File: config.mk
export PLATFORM = sky130hd
export DESIGN_NAME = uart_fifo_loopback
export DESIGN_NICKNAME = d
export VERILOG_FILES = /design/src/rtl/uart_fifo_loopback.sv
export SDC_FILE = /design/constraint.sdc
export NUM_CORES = 1
export LEC_CHECK = 0
export BUFFER_PORTS_ARGS = -buffer_cell sky130_fd_sc_hd__buf_2
export CAP_MARGIN = 20
export CORE_ASPECT_RATIO = 1.75
export CORE_MARGIN = 4
export CORE_UTILIZATION = 61
export CTS_CLUSTER_SIZE = 25
export DETAILED_ROUTE_END_ITERATION = 10
export HOLD_SLACK_MARGIN = 0.08
export PLACE_DENSITY = 0.87
export SLEW_MARGIN = 0
export SYNTH_ARGS = -nofsm -noshare
export SYNTH_HDL_FRONTEND = slang
export SYNTH_SLANG_ARGS = --single-unit
File: constraint.sdc
create_clock -name i_Clock -period 3.37 [get_ports i_Clock]
set_clock_uncertainty 0.05 [all_clocks]
set_input_delay 0.674 -clock i_Clock [delete_from_list [all_inputs] [get_ports i_Clock]]
set_output_delay 0.674 -clock i_Clock [all_outputs]
set_load 0.02 [all_outputs]
File: src/rtl/uart_fifo_loopback.sv
// uart_fifo_loopback
//   Buffered, mode-selectable UART loopback. A uart_rx feeds a FIFO_DEPTH-byte
//   RX FIFO. A small launch FSM feeds uart_tx.
//   Loop mode (i_Loop_En=1): queued bytes are re-transmitted in arrival order.
//   Host mode (i_Loop_En=0): the FIFO drains through a show-ahead valid/ready
//   byte port. TX is fed from a separate valid/ready port.
//   Optional feature macro: UART_LB_CASE_FLIP_EN. When it is defined, loop mode
//   flips the case of ASCII letters (bit 5) at launch.
//
// Ports
//   i_Clock, i_Reset        clock; asynchronous active-high reset (top-level state only)
//   i_Rx_Serial             UART serial input
//   o_Tx_Serial/Active/Done uart_tx line, busy flag, one-cycle done pulse
//   i_Loop_En               1 = loop mode, 0 = host mode (sampled in IDLE only)
//   o_Rx_Byte/o_Rx_Valid/i_Rx_Ready   host-side FIFO drain port (show-ahead)
//   i_Tx_Byte/i_Tx_Valid/o_Tx_Ready   host-side transmit port
//   o_Fifo_Count            bytes currently held in the FIFO
//   o_Overflow              sticky drop flag; i_Clear_Overflow clears it (a new drop wins)

// UART receiver: 2-flop synchronizer, mid-bit sampling, one-cycle rx_dv.
// This block has no reset, so a frame in flight always completes.
module uart_rx #(
  parameter int CLKS_PER_BIT = 868
) (
  input  logic       clk,
  input  logic       rx_serial,
  output logic       rx_dv,
  output logic [7:0] rx_byte
);
  localparam int CNT_W = $clog2(CLKS_PER_BIT + 1);
  localparam logic [CNT_W-1:0] CNT_LAST = CNT_W'(CLKS_PER_BIT - 1);
  localparam logic [CNT_W-1:0] CNT_MID  = CNT_W'((CLKS_PER_BIT - 1) / 2);

  typedef enum logic [1:0] {RX_IDLE, RX_START, RX_DATA, RX_STOP} rx_state_t;

  rx_state_t        state_q, state_d;
  logic [CNT_W-1:0] cnt_q, cnt_d;
  logic [2:0]       idx_q, idx_d;
  logic [7:0]       data_q, data_d;
  logic             dv_q, dv_d;
  logic [1:0]       sync_q, sync_d;

  always_ff @(posedge clk) begin
    sync_q  <= sync_d;
    state_q <= state_d;
    cnt_q   <= cnt_d;
    idx_q   <= idx_d;
    data_q  <= data_d;
    dv_q    <= dv_d;
  end

  always_comb begin
    sync_d  = {sync_q[0], rx_serial};
    state_d = state_q;
    cnt_d   = cnt_q;
    idx_d   = idx_q;
    data_d  = data_q;
    dv_d    = 1'b0;
    case (state_q)
      RX_IDLE: begin
        cnt_d = '0;
        idx_d = '0;
        if (!sync_q[1]) state_d = RX_START;
      end
      RX_START: begin
        // Re-check the line half a bit in; a glitch returns to idle.
        if (cnt_q == CNT_MID) begin
          cnt_d   = '0;
          state_d = sync_q[1] ? RX_IDLE : RX_DATA;
        end else begin
          cnt_d = cnt_q + CNT_W'(1);
        end
      end
      RX_DATA: begin
        if (cnt_q != CNT_LAST) begin
          cnt_d = cnt_q + CNT_W'(1);
        end else begin
          cnt_d         = '0;
          data_d[idx_q] = sync_q[1];
          if (idx_q != 3'd7) begin
            idx_d = idx_q + 3'd1;
          end else begin
            idx_d   = '0;
            state_d = RX_STOP;
          end
        end
      end
      default: begin // RX_STOP
        if (cnt_q != CNT_LAST) begin
          cnt_d = cnt_q + CNT_W'(1);
        end else begin
          cnt_d   = '0;
          dv_d    = 1'b1;
          state_d = RX_IDLE;
        end
      end
    endcase
  end

  assign rx_dv   = dv_q;
  assign rx_byte = data_q;
endmodule

// UART transmitter, 8N1. tx_active rises the cycle after tx_dv. It falls
// together with the one-cycle tx_done pulse at the end of the stop bit.
// This block has no reset.
module uart_tx #(
  parameter int CLKS_PER_BIT = 868
) (
  input  logic       clk,
  input  logic       tx_dv,
  input  logic [7:0] tx_byte,
  output logic       tx_active,
  output logic       tx_serial,
  output logic       tx_done
);
  localparam int CNT_W = $clog2(CLKS_PER_BIT + 1);
  localparam logic [CNT_W-1:0] CNT_LAST = CNT_W'(CLKS_PER_BIT - 1);

  typedef enum logic [1:0] {TX_IDLE, TX_START, TX_DATA, TX_STOP} tx_state_t;

  tx_state_t        state_q, state_d;
  logic [CNT_W-1:0] cnt_q, cnt_d;
  logic [2:0]       idx_q, idx_d;
  logic [7:0]       data_q, data_d;
  logic             serial_q, serial_d;
  logic             active_q, active_d;
  logic             done_q, done_d;

  always_ff @(posedge clk) begin
    state_q  <= state_d;
    cnt_q    <= cnt_d;
    idx_q    <= idx_d;
    data_q   <= data_d;
    serial_q <= serial_d;
    active_q <= active_d;
    done_q   <= done_d;
  end

  always_comb begin
    state_d  = state_q;
    cnt_d    = cnt_q;
    idx_d    = idx_q;
    data_d   = data_q;
    serial_d = serial_q;
    active_d = active_q;
    done_d   = 1'b0;
    case (state_q)
      TX_IDLE: begin
        serial_d = 1'b1;
        cnt_d    = '0;
        idx_d    = '0;
        if (tx_dv) begin
          data_d   = tx_byte;
          active_d = 1'b1;
          serial_d = 1'b0;
          state_d  = TX_START;
        end
      end
      TX_START: begin
        if (cnt_q != CNT_LAST) begin
          cnt_d = cnt_q + CNT_W'(1);
        end else begin
          cnt_d    = '0;
          serial_d = data_q[0];
          state_d  = TX_DATA;
        end
      end
      TX_DATA: begin
        if (cnt_q != CNT_LAST) begin
          cnt_d = cnt_q + CNT_W'(1);
        end else begin
          cnt_d = '0;
          if (idx_q != 3'd7) begin
            idx_d    = idx_q + 3'd1;
            serial_d = data_q[idx_q + 3'd1];
          end else begin
            idx_d    = '0;
            serial_d = 1'b1;
            state_d  = TX_STOP;
          end
        end
      end
      default: begin // TX_STOP
        if (cnt_q != CNT_LAST) begin
          cnt_d = cnt_q + CNT_W'(1);
        end else begin
          cnt_d    = '0;
          done_d   = 1'b1;
          active_d = 1'b0;
          state_d  = TX_IDLE;
        end
      end
    endcase
  end

  assign tx_active = active_q;
  assign tx_serial = serial_q;
  assign tx_done   = done_q;
endmodule

module uart_fifo_loopback #(
  parameter int CLKS_PER_BIT = 868,
  parameter int FIFO_DEPTH   = 16
) (
  input  logic                            i_Clock,
  input  logic                            i_Reset,
  input  logic                            i_Rx_Serial,
  output logic                            o_Tx_Serial,
  output logic                            o_Tx_Active,
  output logic                            o_Tx_Done,
  input  logic                            i_Loop_En,
  output logic [7:0]                      o_Rx_Byte,
  output logic                            o_Rx_Valid,
  input  logic                            i_Rx_Ready,
  input  logic [7:0]                      i_Tx_Byte,
  input  logic                            i_Tx_Valid,
  output logic                            o_Tx_Ready,
  output logic [$clog2(FIFO_DEPTH+1)-1:0] o_Fifo_Count,
  output logic                            o_Overflow,
  input  logic                            i_Clear_Overflow
);
  localparam int AW = $clog2(FIFO_DEPTH);
  localparam int CW = $clog2(FIFO_DEPTH + 1);

  typedef enum logic [1:0] {ST_IDLE, ST_LAUNCH, ST_WAIT, ST_COOL} lb_state_t;

  logic       rx_dv;
  logic [7:0] rx_byte;

  uart_rx #(.CLKS_PER_BIT(CLKS_PER_BIT)) u_rx (
    .clk       (i_Clock),
    .rx_serial (i_Rx_Serial),
    .rx_dv     (rx_dv),
    .rx_byte   (rx_byte)
  );

  // FIFO storage. The head is read combinationally so the host port is show-ahead.
  logic [7:0]    mem_q [FIFO_DEPTH];
  logic [AW-1:0] wr_ptr_q, wr_ptr_d;
  logic [AW-1:0] rd_ptr_q, rd_ptr_d;
  logic [CW-1:0] count_q, count_d;
  logic          overflow_q, overflow_d;
  lb_state_t     state_q, state_d;
  logic          tx_dv_q, tx_dv_d;
  logic [7:0]    tx_byte_q, tx_byte_d;

  logic       empty, full, host_pop, fsm_pop, pop, wr_en;
  logic [7:0] head, loop_byte;

  assign empty = (count_q == '0);
  assign full  = (count_q == CW'(FIFO_DEPTH));
  assign head  = mem_q[rd_ptr_q];

`ifdef UART_LB_CASE_FLIP_EN
  // ASCII letters get bit 5 inverted on the loop path only; FIFO contents are untouched.
  logic is_letter;
  assign is_letter = ((head >= 8'h41) && (head <= 8'h5A)) ||
                     ((head >= 8'h61) && (head <= 8'h7A));
  assign loop_byte = is_letter ? (head ^ 8'h20) : head;
`else
  assign loop_byte = head;
`endif

  assign o_Rx_Valid = !empty && !i_Loop_En;
  assign o_Rx_Byte  = head;
  assign o_Tx_Ready = !i_Loop_En && (state_q == ST_IDLE) && !o_Tx_Active;
  assign host_pop   = o_Rx_Valid && i_Rx_Ready;
  assign pop        = host_pop || fsm_pop;
  // A pop in the same cycle frees a slot, so a write into a full FIFO is still accepted.
  assign wr_en      = rx_dv && (!full || pop);

  // Launch FSM. Launch only when uart_tx is idle. This also covers a reset
  // that lands mid-frame, because uart_tx itself keeps running.
  always_comb begin
    state_d   = state_q;
    tx_dv_d   = 1'b0;
    tx_byte_d = tx_byte_q;
    fsm_pop   = 1'b0;
    case (state_q)
      ST_IDLE: begin
        if (i_Loop_En) begin
          if (!empty && !o_Tx_Active) begin
            fsm_pop   = 1'b1;
            tx_byte_d = loop_byte;
            tx_dv_d   = 1'b1;
            state_d   = ST_LAUNCH;
          end
        end else if (i_Tx_Valid && o_Tx_Ready) begin
          tx_byte_d = i_Tx_Byte;
          tx_dv_d   = 1'b1;
          state_d   = ST_LAUNCH;
        end
      end
      ST_LAUNCH: state_d = ST_WAIT;
      ST_WAIT:   if (o_Tx_Done) state_d = ST_COOL;
      default:   state_d = ST_IDLE; // ST_COOL: one guard cycle
    endcase
  end

  always_comb begin
    wr_ptr_d = wr_en ? wr_ptr_q + AW'(1) : wr_ptr_q;
    rd_ptr_d = pop   ? rd_ptr_q + AW'(1) : rd_ptr_q;
    count_d  = count_q;
    case ({wr_en, pop})
      2'b10:   count_d = count_q + CW'(1);
      2'b01:   count_d = count_q - CW'(1);
      default: count_d = count_q;
    endcase
    // A drop in the same cycle as a clear request leaves the flag set.
    overflow_d = overflow_q;
    if (rx_dv && !wr_en)        overflow_d = 1'b1;
    else if (i_Clear_Overflow)  overflow_d = 1'b0;
  end

  always_ff @(posedge i_Clock or posedge i_Reset) begin
    if (i_Reset) begin
      wr_ptr_q   <= '0;
      rd_ptr_q   <= '0;
      count_q    <= '0;
      overflow_q <= 1'b0;
      state_q    <= ST_IDLE;
      tx_dv_q    <= 1'b0;
      tx_byte_q  <= 8'h00;
    end else begin
      wr_ptr_q   <= wr_ptr_d;
      rd_ptr_q   <= rd_ptr_d;
      count_q    <= count_d;
      overflow_q <= overflow_d;
      state_q    <= state_d;
      tx_dv_q    <= tx_dv_d;
      tx_byte_q  <= tx_byte_d;
    end
  end

  always_ff @(posedge i_Clock) begin
    if (wr_en) mem_q[wr_ptr_q] <= rx_byte;
  end

  assign o_Fifo_Count = count_q;
  assign o_Overflow   = overflow_q;

  uart_tx #(.CLKS_PER_BIT(CLKS_PER_BIT)) u_tx (
    .clk       (i_Clock),
    .tx_dv     (tx_dv_q),
    .tx_byte   (tx_byte_q),
    .tx_active (o_Tx_Active),
    .tx_serial (o_Tx_Serial),
    .tx_done   (o_Tx_Done)
  );
endmodule

# --- Yosys cells after proc, flatten, opt, wreduce, memory -nomap -nowiden ---
# Memory sizes are Yosys's and may differ from the RTL's.
# Cells that the tools add are included.
op_classes:
  n_mux: 56
  order_cmp: 3
  eq_ne: 28
  add_sub_neg: 8
  reduce_logical: 40
  bitwise: 3
ops:
  columns: ["op", "count"]
  rows:
  - ["2-to-1 mux 2 bit", 15]
  - ["2-to-1 mux 8 bit", 3]
  - ["adder 10 x 1 -> 10 bit (second input constant)", 2]
  - ["2-to-1 mux 1 bit", 20]
  - ["2-to-1 mux 10 bit", 2]
  - ["!= test 10 bit (second input constant)", 2]
  - ["case mux 10 bit (2 select lines)", 1]
  - ["case mux 2 bit (3 select lines)", 3]
  - ["!= test 2 bit (second input constant)", 8]
  - ["2-to-1 mux 3 bit", 4]
  - ["case mux 3 bit (2 select lines)", 2]
  - ["AND reduction 3 bit", 4]
  - ["== test 10 x 9 -> 1 bit (second input constant)", 1]
  - ["case mux 5 bit (2 select lines)", 1]
  - ["AND reduction 5 bit", 2]
  - ["nonzero test 2 bit", 5]
  - ["logical AND 1 bit", 9]
  - ["!= test 3 bit (second input constant)", 3]
  - ["adder 4 x 1 -> 4 bit (second input constant)", 2]
  - ["bitwise mux 8 bit", 1]
  - ["== test 2 x 1 -> 1 bit (second input constant)", 4]
  - ["== test 2 bit (second input constant)", 4]
  - ["less-than comparator 3 x 4 -> 1 bit (second input constant)", 2]
  - ["AND reduction 2 bit", 4]
  - ["19 further kinds", 34]
totals:
  in_bits: 15
  wordCells: 159
  memories: 1
  register_bits: 77
  ram_bits: 128
  output_inout_bits: 19
memory_table:
  columns: ["name", "words", "word_bits", "rd", "rd_clocked_by_memory_dff", "wr", "line_no", "text"]
  rows:
  - ["mem_q", 16, 8, 1, 0, 1, "239", "logic [7:0] mem_q [FIFO_DEPTH];"]

# --- Logic depth before layout (Yosys ltp) ---
# Gate-level depths: netlist of the first run.
depth:
  ltp_word: 12
  mapped_depth: 11
  mapped_depth_nobuf: 11

# --- By module ---
# A second synthesis of the first run with hierarchy kept.
unflattened:
  cells_unflattened: 655
  hier_area_um2: 9153.8
modules_own_cells:
  columns: ["mod", "area_each_um2", "seq_area_each_um2", "instances", "cells_per_inst"]
  rows:
  - ["uart_fifo_loopback", 6757.7, 4469.3, 1, 449]
  - ["uart_tx", 1239.9, 670.6, 1, 107]
  - ["uart_rx", 1156.1, 650.6, 1, 99]

# --- Worst setup path after synthesis of the first run ---
# OpenSTA, ideal clock, no wires.
synth_timing:
  path_kind: "input to register"
  startpoint: "input i_Loop_En"
  endpoint: "register count_q[4] (netlist: o_Fifo_Count[4])"
  setup_time_ns: 0.087
  arrival_time_ns: 2.494
  required_ns: 3.233
  stages: 8
  path_buffers: 0
  setup_slack_ns: 0.739
  path_cell_list: "nand2b_1 a22oi_2 nand2_1 fa_1 nand2b_1 a21oi_1 mux2_2 a22oi_1"
synth_via:
  elab_chain_len: 8
  elab_cells_between_ends: 12
  cone_classes: "eq/ne: 2; mux: 3; reduce/logical: 7"
synth_rtl:
  columns: ["element", "line_no", "text"]
  rows:
  - ["start, declared", "212", "input logic i_Loop_En,"]
  - ["logical NOT 1 bit", "265", "assign o_Rx_Valid = !empty && !i_Loop_En;"]
  - ["logical AND 1 bit", "265", null]
  - ["logical AND 1 bit", "268", "assign host_pop = o_Rx_Valid && i_Rx_Ready;"]
  - ["logical OR 1 bit (*)", "269", "assign pop = host_pop || fsm_pop;"]
  - ["logical OR 1 bit", "271", "assign wr_en = rx_dv && (!full || pop);"]
  - ["logical AND 1 bit", "271", null]
  - ["== test 2 x 1 -> 1 bit or == test 2 bit (tied branches)", "305", "case ({wr_en, pop})"]
  - ["case mux 5 bit (2 select lines) or nonzero test 2 bit (tied branches)", null, null]
  - ["end signal, assigned", "328", "count_q <= count_d;"]
  - ["end, declared", "242", "logic [CW-1:0] count_q, count_d;"]
# Every way passes the cells marked *; elsewhere a longest branch is shown, timed or not.
# A chain may end at the register's enable or synchronous reset.

# --- Worst setup path in the final report of the first run ---
layout_timing:
  startpoint: "register rd_ptr_q[2]"
  endpoint: "output o_Rx_Byte[0]"
layout_via:
  elab_chain_len: 1
layout_rtl:
  columns: ["element", "line_no", "text"]
  rows:
  - ["start, declared", "241", "logic [AW-1:0] rd_ptr_q, rd_ptr_d;"]
  - ["start signal, assigned", "327", "rd_ptr_q <= rd_ptr_d;"]
  - ["memory read (16 x 8 bit)", null, null]
  - ["end, declared", "213", "output logic [7:0] o_Rx_Byte,"]
# No other way between the ends.

==> impl_metrics.ini, run 1 <==
[placement]
port_buffers = 33
place_inst = 772
dp_hpwl_um = 12500
place_congestion = 0.908

[synthesis]
syn_area_per_cell_um2 = 15.7
yosys.area_share.simple_pct = 8.51
synth_xor_area_share_pct = 2.49
synth_compound_area_share_pct = 5.21
synth_top_area_share_pct = 53.3
synth_edf_count = 156
ys_top_cells_by_count = 156 x edfxtp_1, 51 x nor2_1, 26 x inv_1, 25 x dfrtp_1, 24 x dfxtp_1
yosysWarnings = 0
synth.largest_area_cell = edfxtp_1
synthCells = 560
synth_ff_type = edfxtp_1
synth.area.top_cells = edfxtp_1 53%, dfrtp_1 7.1%, mux4_2 5.6%
synth_nets = 597
synth_top_family_by_area = multiplexers
netlist_area_um2 = 8790
synthMuxAreaShare_pct = 12.4
ys_seq_area_share_pct = 65.9
synth-seq-cells = 205
synth_most_common_cell = edfxtp_1
ys_types = 60
async_reset_ff_share_pct = 12.2
synth_fa_ha_area_share_pct = 3.22

[route]
finalWirelength_um = 18800
firstDrtPassIters = 6
wl_per_cell_um = 23.3
viasPerCell = 6.41
vias = 5171
ant_nets = 0
drtIter0Drc = 436
drc = 0

[power]
pwr-share-seq_pct = 43.1
ir_worst_vdd_v = 0.000508
p_comb_share_pct = 26.7
switching_power_mw = 2.13
pwr-share-clk_pct = 30.2
p_leak_nw = 3.57
internal_power_mw = 4.99
power.density_nw_per_um2 = 720
p_total_mw = 7.13
switching_share_pct = 30.0

[worst_hold_path]
whs_path_depth = 1
hp-class = in -> reg

[floorplanning]
dieWidth_um = 98.7
num_io_pins = 34
die_h_um = 167
die-area_um2 = 16500
initial_utilization_pct = 62.9
fp-row-count = 57
core_um2 = 14000

[critical_path]
reg2reg_slack_ns = 0.28
crit_fanout = 15
cp-start-kind = register
rr_endpoint = o_Fifo_Count[4]
cp.arrival_ns = 2.48
reg2reg_from = state_q[0]
end_kind = primary output
crit_start = rd_ptr_q[2]
crit_required_ns = 2.65
endpoint = o_Rx_Byte[0]
reg2regPathDepth = 10
crit_type = reg -> out

[clocking]
clk_pin_slew_ns = 0.07
cts_setup_buffers = 0
cts_tree = yes
clock_latency_ns = 0.49
numCtsBuffers = 19
cts_buffer_depth = 3
cts_max_level = 1
cts.sinks = 205
clockRootBuffer = clkbuf_16

[cells_and_area]
final_util_pct = 70.8
fin_nets = 655
layout-drive-gt1-share_pct = 20.2
fill_cells = 827
n_antenna_cell = 0
syn2layout_area_growth_pct = 12.5
final_cells = 807

[sta]
hold_viol = 0
slew_viol_final = 0
relSlewSlack_pct = 42.6
period_minus_slack_ns = 3.21
rsz0062_at_grt = no
period_share_pct = 95.1
setup_tns_ns = 0
fmax_mhz = 312
setup_viol = 0
worst_pin_slew_ns = 0.854

[global_routing]
overflow = 0
grt_util_all_layers_pct = 23.3
grt_start_max_net_pins = 34
grt_pass1_wl_um = 29900
grt_pass1_vias = 5503
antenna_found_initial = 0

[flow_run]
drv_cap = 0

[status]
status = finished clean
cells by family after synthesis:
family / count (synthesis)
AOI/OAI and AO/OA: 60
xor gates and xnor gates: 25
adders and majority gates: 22
buffers and inverters: 45
DFF: 205
muxes: 60
and+or+nand+nor: 143
layout make-up:
| cell class | count | area [µm²] | share of cell area (%) |
|---|---|---|---|
| clock inverter | 11 | 135 | 1.37 |
| tap | 177 | 221 | 2.24 |
| sequential | 205 | 5790 | 58.6 |
| multi-input combinational | 310 | 2790 | 28.2 |
| timing repair buffer | 56 | 364 | 3.68 |
| clock buffer | 22 | 487 | 4.92 |
| inverter | 26 | 97.6 | 0.987 |
cell usage in the layout, fill, tap and decap left out, types with 9 or more instances in the layout:
cell type,instances
nor4_1,10
dfxtp_1,24
mux2i_1,14
mux4_2,22
a21oi_1,15
nor2_1,51
buf_4,20
mux4_1,12
edfxtp_1,156
xnor2_1,16
mux2_2,12
clkbuf_16,19
nand2_1,19
inv_1,26
buf_2,33
ha_1,21
o21ai_0,12
dfrtp_1,24
nand3_1,10
xor2_1,9
critical path: stages, from the launching register on:
cell	delay (ns)
dfrtp_2	0.38
buf_4	0.30
mux4_1	0.58
mux2_2	0.30
nor2_1	0.12
a21oi_1	0.09
buf_2	0.22
registers in the layout, indices dropped and copies added, names as in the netlist, 2 cells and up:
signal / cells
mem_q: 128
u_rx.cnt_q: 10
u_tx.cnt_q: 10
tx_byte_q: 8
u_rx.rx_byte: 8
u_tx.data_q: 8
o_Fifo_Count: 5
rd_ptr_q: 4
wr_ptr_q: 4
u_rx.idx_q: 3
u_tx.idx_q: 3
state_q: 2
u_rx.state_q: 2
u_rx.sync_q: 2
u_tx.state_q: 2
power groups by stage:
| stage | clock (mW) | sequential (mW) | combinational, mW |
|---|---|---|---|
| global placement | 0 | 3.09 | 1.77 |
| floorplan | 0 | 3.04 | 1.43 |
| global route | 2.30 | 3.09 | 2.04 |
| CTS | 2.17 | 3.06 | 1.88 |
| finish | 2.15 | 3.07 | 1.90 |
| detailed placement | 0 | 3.11 | 1.83 |
per-layer routing:
| metal | up-vias | GRT usage (%) | routed length [µm] | share of wire [%] |
|---|---|---|---|---|
| met3 | 69 | 3.39 | 952 | 5.1 |
| met4 | 0 | 10.0 | 765 | 4.1 |
| met2 | 214 | 44.4 | 10700 | 57 |
| met5 | - | 0 | 0 | 0 |
| li1 | 2273 | - | - | - |
| met1 | 2615 | 24.9 | 6350 | 34 |
worst min-delay path by stage:
stage                   start             end
6_report          i_Rx_Serial  u_rx.sync_q[0]
5_1_grt           i_Rx_Serial  u_rx.sync_q[0]
4_1_cts           i_Rx_Serial  u_rx.sync_q[0]
3_5_place_dp   u_rx.sync_q[0]  u_rx.sync_q[1]
3_3_place_gp   u_rx.sync_q[0]  u_rx.sync_q[1]
2_1_floorplan  u_rx.sync_q[0]  u_rx.sync_q[1]
metrics by stage:
| stage | setup slack [ns] | hold WS (ns) | area, µm² |
|---|---|---|---|
| floorplan | 0.739 | 0.260 | 8790 |
| global placement | 0.402 | 0.266 | 9230 |
| detailed placement | 0.265 | 0.265 | 9230 |
| CTS | 0.105 | 0.234 | 9850 |
| global route | 0.0507 | 0.229 | 9890 |
| finish | 0.164 | 0.238 | 9890 |
repair_timing:
action | CTS | global route
setup endpoints to repair | 0 | 1
hold buffers | 0 | 1
endpoints found under the hold margin | 0 | 4
resized for setup | 0 | 1
(Power assumes the default switching activity.)
==> run 2: changes to the inputs <==
Settings changed: ABC_AREA from default to 1, CORE_UTILIZATION 61 to 62, PLACE_DENSITY 0.87 to 0.88.
==> run 2 against run 1 <==
Compared with the run above: hold slack worse by 0.070 ns; synthesized cell count is 50% higher; global-route usage rose by 1.4 points; die area rose by 1.3%; setup slack got worse by 0.027 ns; maximum frequency shrank 0.83%; combinational power decreased by 94%; final area up 0.44%; sequential share of layout area decreased by 0.22 points; critical path depth up 1; largest cell class unchanged; largest power group unchanged.
==> impl_metrics.ini, run 2 <==
[placement]
dp_hpwl_um = 13900
port_buffers = 33
place_congestion = 0.906
dpl-instance-area_um2 = 9340
place_inst = 1030
place_ws_ns = 0.713

[critical_path]
reg2regPathDepth = 12
crit_chain = buf_4, a21oi_1, o21ai_0, nand3_1, nand3_1, nand2_1, buf_2
reg2reg_slack_ns = 0.91
crit_fanout = 62
max_stage_delay_ns = 0.84
cpMostUsedCell = nand3_1
rr_endpoint = mem_q[14][3]
slowest_stage = dfrtp_4
crit_type = reg -> out
cp-start-kind = register
end_kind = primary output
crit_required_ns = 2.65
cp.arrival_ns = 2.51
reg2reg_from = state_q[1]

[cells_and_area]
final_cells = 1062
largest_reg_flops = 128
largest_registers = mem_q x128, u_rx.cnt_q x10, u_tx.cnt_q x10
final_common_cell = edfxtp_1
top_register = mem_q
final_area_um2 = 9930
layout_common_cells = 156 x edfxtp_1, 124 x inv_1, 120 x nand2_1
syn2layout_area_growth_pct = 9.73
fill_cells = 987
final_util_pct = 69.1
fin_nets = 907
n_antenna_cell = 0
layout-drive-gt1-share_pct = 11.0

[power]
p_comb_share_pct = 2.3
internal_power_mw = 3.93
pwr-share-clk_pct = 42.1
pwr-share-seq_pct = 55.6
ir_worst_vdd_v = 0.000489
switching_share_pct = 19.7
switching_power_uw = 967
power.density_nw_per_um2 = 493
p_leak_nw = 3.97
p_total_mw = 4.90

[route]
finalWirelength_um = 20200
firstDrtPassIters = 5
viasPerCell = 5.82
drc = 0
wl_per_cell_um = 19.0
drtIter0Drc = 439
ant_nets = 0
vias = 6182

[global_routing]
grt_pass1_vias = 6399
grt_util_all_layers_pct = 24.7
grt_pass1_wl_um = 31500
overflow = 0
grt_start_max_net_pins = 63
antenna_found_initial = 0

[synthesis]
synth_top_area_share_pct = 51.7
syn_area_per_cell_um2 = 10.8
synth_edf_count = 156
synth-seq-cells = 205
synth.largest_area_cell = edfxtp_1
synthCells = 839
synth_ff_type = edfxtp_1
ys_top_cells_by_count = 156 x edfxtp_1, 124 x inv_1, 120 x nand2_1, 71 x nor2_1, 70 x nand3_1
async_reset_ff_share_pct = 12.2
yosysWarnings = 0
synth.area.top_cells = edfxtp_1 52%, dfrtp_1 6.9%, dfxtp_1 5.3%
ys_types = 44
synth_nets = 876
synth_most_common_cell = edfxtp_1
ys_seq_area_share_pct = 64.0
netlist_area_um2 = 9050

[clocking]
cts_tree = yes
clk_pin_slew_ns = 0.07
numCtsBuffers = 18
cts_hold_buf = 0
clockRootBuffer = clkbuf_16
cts_max_level = 1
cts_setup_buffers = 0
cts.sinks = 205
cts_resized = 0
clock_latency_ns = 0.48
cts_buffer_depth = 3

[floorplanning]
die-area_um2 = 16700
die_h_um = 168
dieWidth_um = 99.3
num_io_pins = 34
core_um2 = 14400
fp-row-count = 58
initial_utilization_pct = 63.0

[sta]
slew_viol_final = 0
worst_pin_slew_ns = 0.783
rsz0062_at_grt = no
hold_viol = 0
period_share_pct = 95.9
setup_tns_ns = 0
whs_ns = 0.168
finalWorstSetupSlack_ns = 0.137
relSlewSlack_pct = 47.8
period_minus_slack_ns = 3.23
fmax_mhz = 309
setup_viol = 0

[status]
status = finished clean

[worst_hold_path]
hp-class = in -> async

[flow_run]
drv_cap = 0
[run 2: cell types whose count changed after synthesis, moves of 20 or more]
cell,previous run,this run
a21oi_1,15,64
inv_1,26,124
mux4_2,22,0
nand2_1,19,120
nand3_1,10,70
nor2_1,51,71
o211ai_1,3,33
[run 2: worst max-delay path: cells and delay by family (launching register included)]
kind / cells / cell delay (ns)
compound gates: 2 / 0.26
buf+inv: 2 / 0.51
simple gates: 3 / 0.40
flops: 1 / 0.84
[run 2: cells by family (layout without fill, tap and decap cells)]
kind of cell             after synthesis  count (layout)  synth area share [%]
AND/OR/NAND/NOR                      298             298                  15.2
flip-flops                           205             205                  64.0
buffers and inverters                160             203                  7.60
AO/OA/AOI/OAI                        142             142                  8.94
adder cells (fa/ha/maj)               22              22                  3.12
XOR/XNOR                              12              12                  1.16
[run 2: power groups by stage]
stage | Combinational [mW] | Clock [mW] | Sequential [mW]
final | 0.113 | 2.06 | 2.72
after global routing | 0.131 | 2.19 | 2.72
after CTS | 0.115 | 2.09 | 2.72
after detailed placement | 0.113 | 0 | 2.78
after global placement | 0.106 | 0 | 2.78
after floorplan | 0.0829 | 0 | 2.77
[run 2: worst max path at each step]
stage / from / end / depth (start not counted)
after floorplan: i_Loop_En / mem_q[11][0] / 11
after global placement: i_Loop_En / mem_q[14][3] / 10
after detailed placement: i_Loop_En / mem_q[14][3] / 10
after CTS: rd_ptr_q[0] / o_Rx_Byte[6] / 7
after global routing: rd_ptr_q[0] / o_Rx_Byte[6] / 7
final: rd_ptr_q[0] / o_Rx_Byte[6] / 7
[run 2: area by class of cell]
type	instances	area, µm²	area share, %
well taps	180	225	2.27
multi-input cells	474	2570	25.9
repair buffers	39	235	2.37
clock inverters	7	67.6	0.680
flip-flops and latches	205	5800	58.3
clock buffers	25	528	5.31
inverters	132	508	5.11
[run 2: routing by layer]
layer,routed length [µm],vias to the layer above,global-route usage (%)
li1,-,2899,-
met1,6550,2935,23.9
met2,11100,266,46.6
met3,1270,82,3.90
met4,1340,0,16.3
met5,0,-,0
==> run 3: changes to the inputs <==
Settings changed: CTS_BUF_LIST from default to sky130_fd_sc_hd__clkbuf_16.
==> run 3 against run 2 <==
Compared with the run above: cell count stayed put; sequential share of layout area is 0.18 points higher; via count hardly changed; setup slack better by 0.0028 ns; power is 1.6% lower; critical endpoint unchanged; highest routed layer unchanged.
==> impl_metrics.ini, run 3 (synthesis gave the netlist of run 2 again) <==
[route]
finalWirelength_um = 20300
ant_nets = 0
drtIter0Drc = 506
firstDrtPassIters = 5
viasPerCell = 5.82
wl_per_cell_um = 19.1
drc = 0
vias = 6176

[floorplanning]
fp-row-count = 58
die-area_um2 = 16700
dieWidth_um = 99.3
die_h_um = 168
num_io_pins = 34
initial_utilization_pct = 63.0
core_um2 = 14400

[clocking]
cts.sinks = 205
cts_hold_buf = 0
cts_tree = yes
cts_buffer_depth = 3
cts_max_level = 1
numCtsBuffers = 18
clock_latency_ns = 0.49
clockRootBuffer = clkbuf_16
cts_setup_buffers = 0
cts_resized = 0
clk_pin_slew_ns = 0.07

[sta]
finalWorstSetupSlack_ns = 0.140
relSlewSlack_pct = 48.4
fmax_mhz = 310
period_minus_slack_ns = 3.23
setup_viol = 0
hold_viol = 0
worst_pin_slew_ns = 0.773
setup_tns_ns = 0
period_share_pct = 95.9
rsz0062_at_grt = no
slew_viol_final = 0

[power]
internal_power_mw = 3.85
pwr-share-clk_pct = 41.1
ir_worst_vdd_v = 0.000489
switching_power_uw = 967
p_leak_nw = 3.97
p_comb_share_pct = 2.3
pwr-share-seq_pct = 56.5
switching_share_pct = 20.1
power.density_nw_per_um2 = 487

[cells_and_area]
final_common_cell = edfxtp_1
layout_common_cells = 156 x edfxtp_1, 127 x inv_1, 120 x nand2_1
largest_registers = mem_q x128, u_rx.cnt_q x10, u_tx.cnt_q x10
n_antenna_cell = 0
multi_input_area_um2 = 2570
layout-drive-gt1-share_pct = 10.7
final-seq-area_um2 = 5800
fin_nets = 907
syn2layout_area_growth_pct = 9.40
top_register = mem_q
fill_cells = 995
largest_reg_flops = 128

[global_routing]
antenna_found_initial = 0
overflow = 0
grt_util_all_layers_pct = 24.6
grt_pass1_wl_um = 31500
grt_start_max_net_pins = 63
grt_pass1_vias = 6395

[placement]
port_buffers = 33
place_congestion = 0.906
place_ws_ns = 0.713
dp_hpwl_um = 13900

[critical_path]
reg2reg_slack_ns = 0.87
max_stage_delay_ns = 0.83
cp.arrival_ns = 2.51
slowest_stage = dfrtp_4
cp-start-kind = register
crit_required_ns = 2.65
crit_fanout = 62
crit_chain = buf_4, a21oi_1, o21ai_0, nand3_1, nand3_1, nand2_1, buf_2
crit_type = reg -> out
end_kind = primary output
cpMostUsedCell = nand3_1

[worst_hold_path]
hp-class = in -> async

[status]
status = finished clean

[flow_run]
drv_cap = 0
-- run 3: cell types whose count changed in the layout (fill, tap and decap cells not counted) --
cell,before,now
clkbuf_1,3,0
clkbuf_8,3,0
clkinv_1,2,5
inv_1,124,127
-- run 3: worst max-delay path, delay by kind of cell, from the launching register on --
kind | cells | cell delay (ns)
buffers and inverters | 2 | 0.51
DFF | 1 | 0.83
AOI/OAI and AO/OA | 2 | 0.26
and+or+nand+nor | 3 | 0.40
-- run 3: power groups by stage --
stage	Clock (mW)	Combinational, mW	Sequential [mW]
2_1_floorplan	0	0.0829	2.77
3_3_place_gp	0	0.106	2.78
3_5_place_dp	0	0.113	2.78
4_1_cts	2.01	0.115	2.72
5_1_grt	2.11	0.131	2.73
6_report	1.98	0.113	2.72
-- run 3: layout make-up --
type                    count  share of cell area [%]
multi-input cells         474                    26.0
clock buffers              19                    4.80
flip-flops and latches    205                    58.5
repair buffers             39                    2.37
well taps                 180                    2.27
inverters                 132                    5.13
clock inverters            13                   0.910
-- run 3: path summary, 6_finish.rpt --
| kind | endpoint | startpoint | cells after the start |
|---|---|---|---|
| max | o_Rx_Byte[6] | rd_ptr_q[0] | 7 |
| min | state_q[1] | i_Reset | 2 |
| max reg2reg | mem_q[14][3] | state_q[1] | 12 |
| min reg2reg | u_rx.sync_q[1] | u_rx.sync_q[0] | 0 |
| max in group asynchronous | rd_ptr_q[1] | i_Reset | 3 |
| min in group i_Clock | u_rx.sync_q[0] | i_Rx_Serial | 1 |
-- run 3: through the flow --
step | total power, mW | util (%) | std cells | area (µm²) | hold WS [ns]
6_report | 4.82 | 68.9 | 1062 | 9900 | 0.163
5_1_grt | 4.96 | 68.9 | 1062 | 9900 | 0.208
4_1_cts | 4.85 | 68.9 | 1062 | 9900 | 0.163
3_5_place_dp | 2.89 | 65.0 | 1030 | 9340 | 0.266
3_3_place_gp | 2.88 | 65.0 | 1030 | 9340 | 0.263
2_1_floorplan | 2.86 | - | 839 | 9050 | 0.260
-- run 3: layer usage --
metal  part of all wire, %  wire (µm)  GRT usage [%]  up-vias
met3                   5.9       1190           3.90       80
met4                   6.5       1320           16.3        0
met2                    55      11100           46.5      256
li1                      -          -              -     2902
met5                     0          0              0        -
met1                    33       6630           23.8     2938
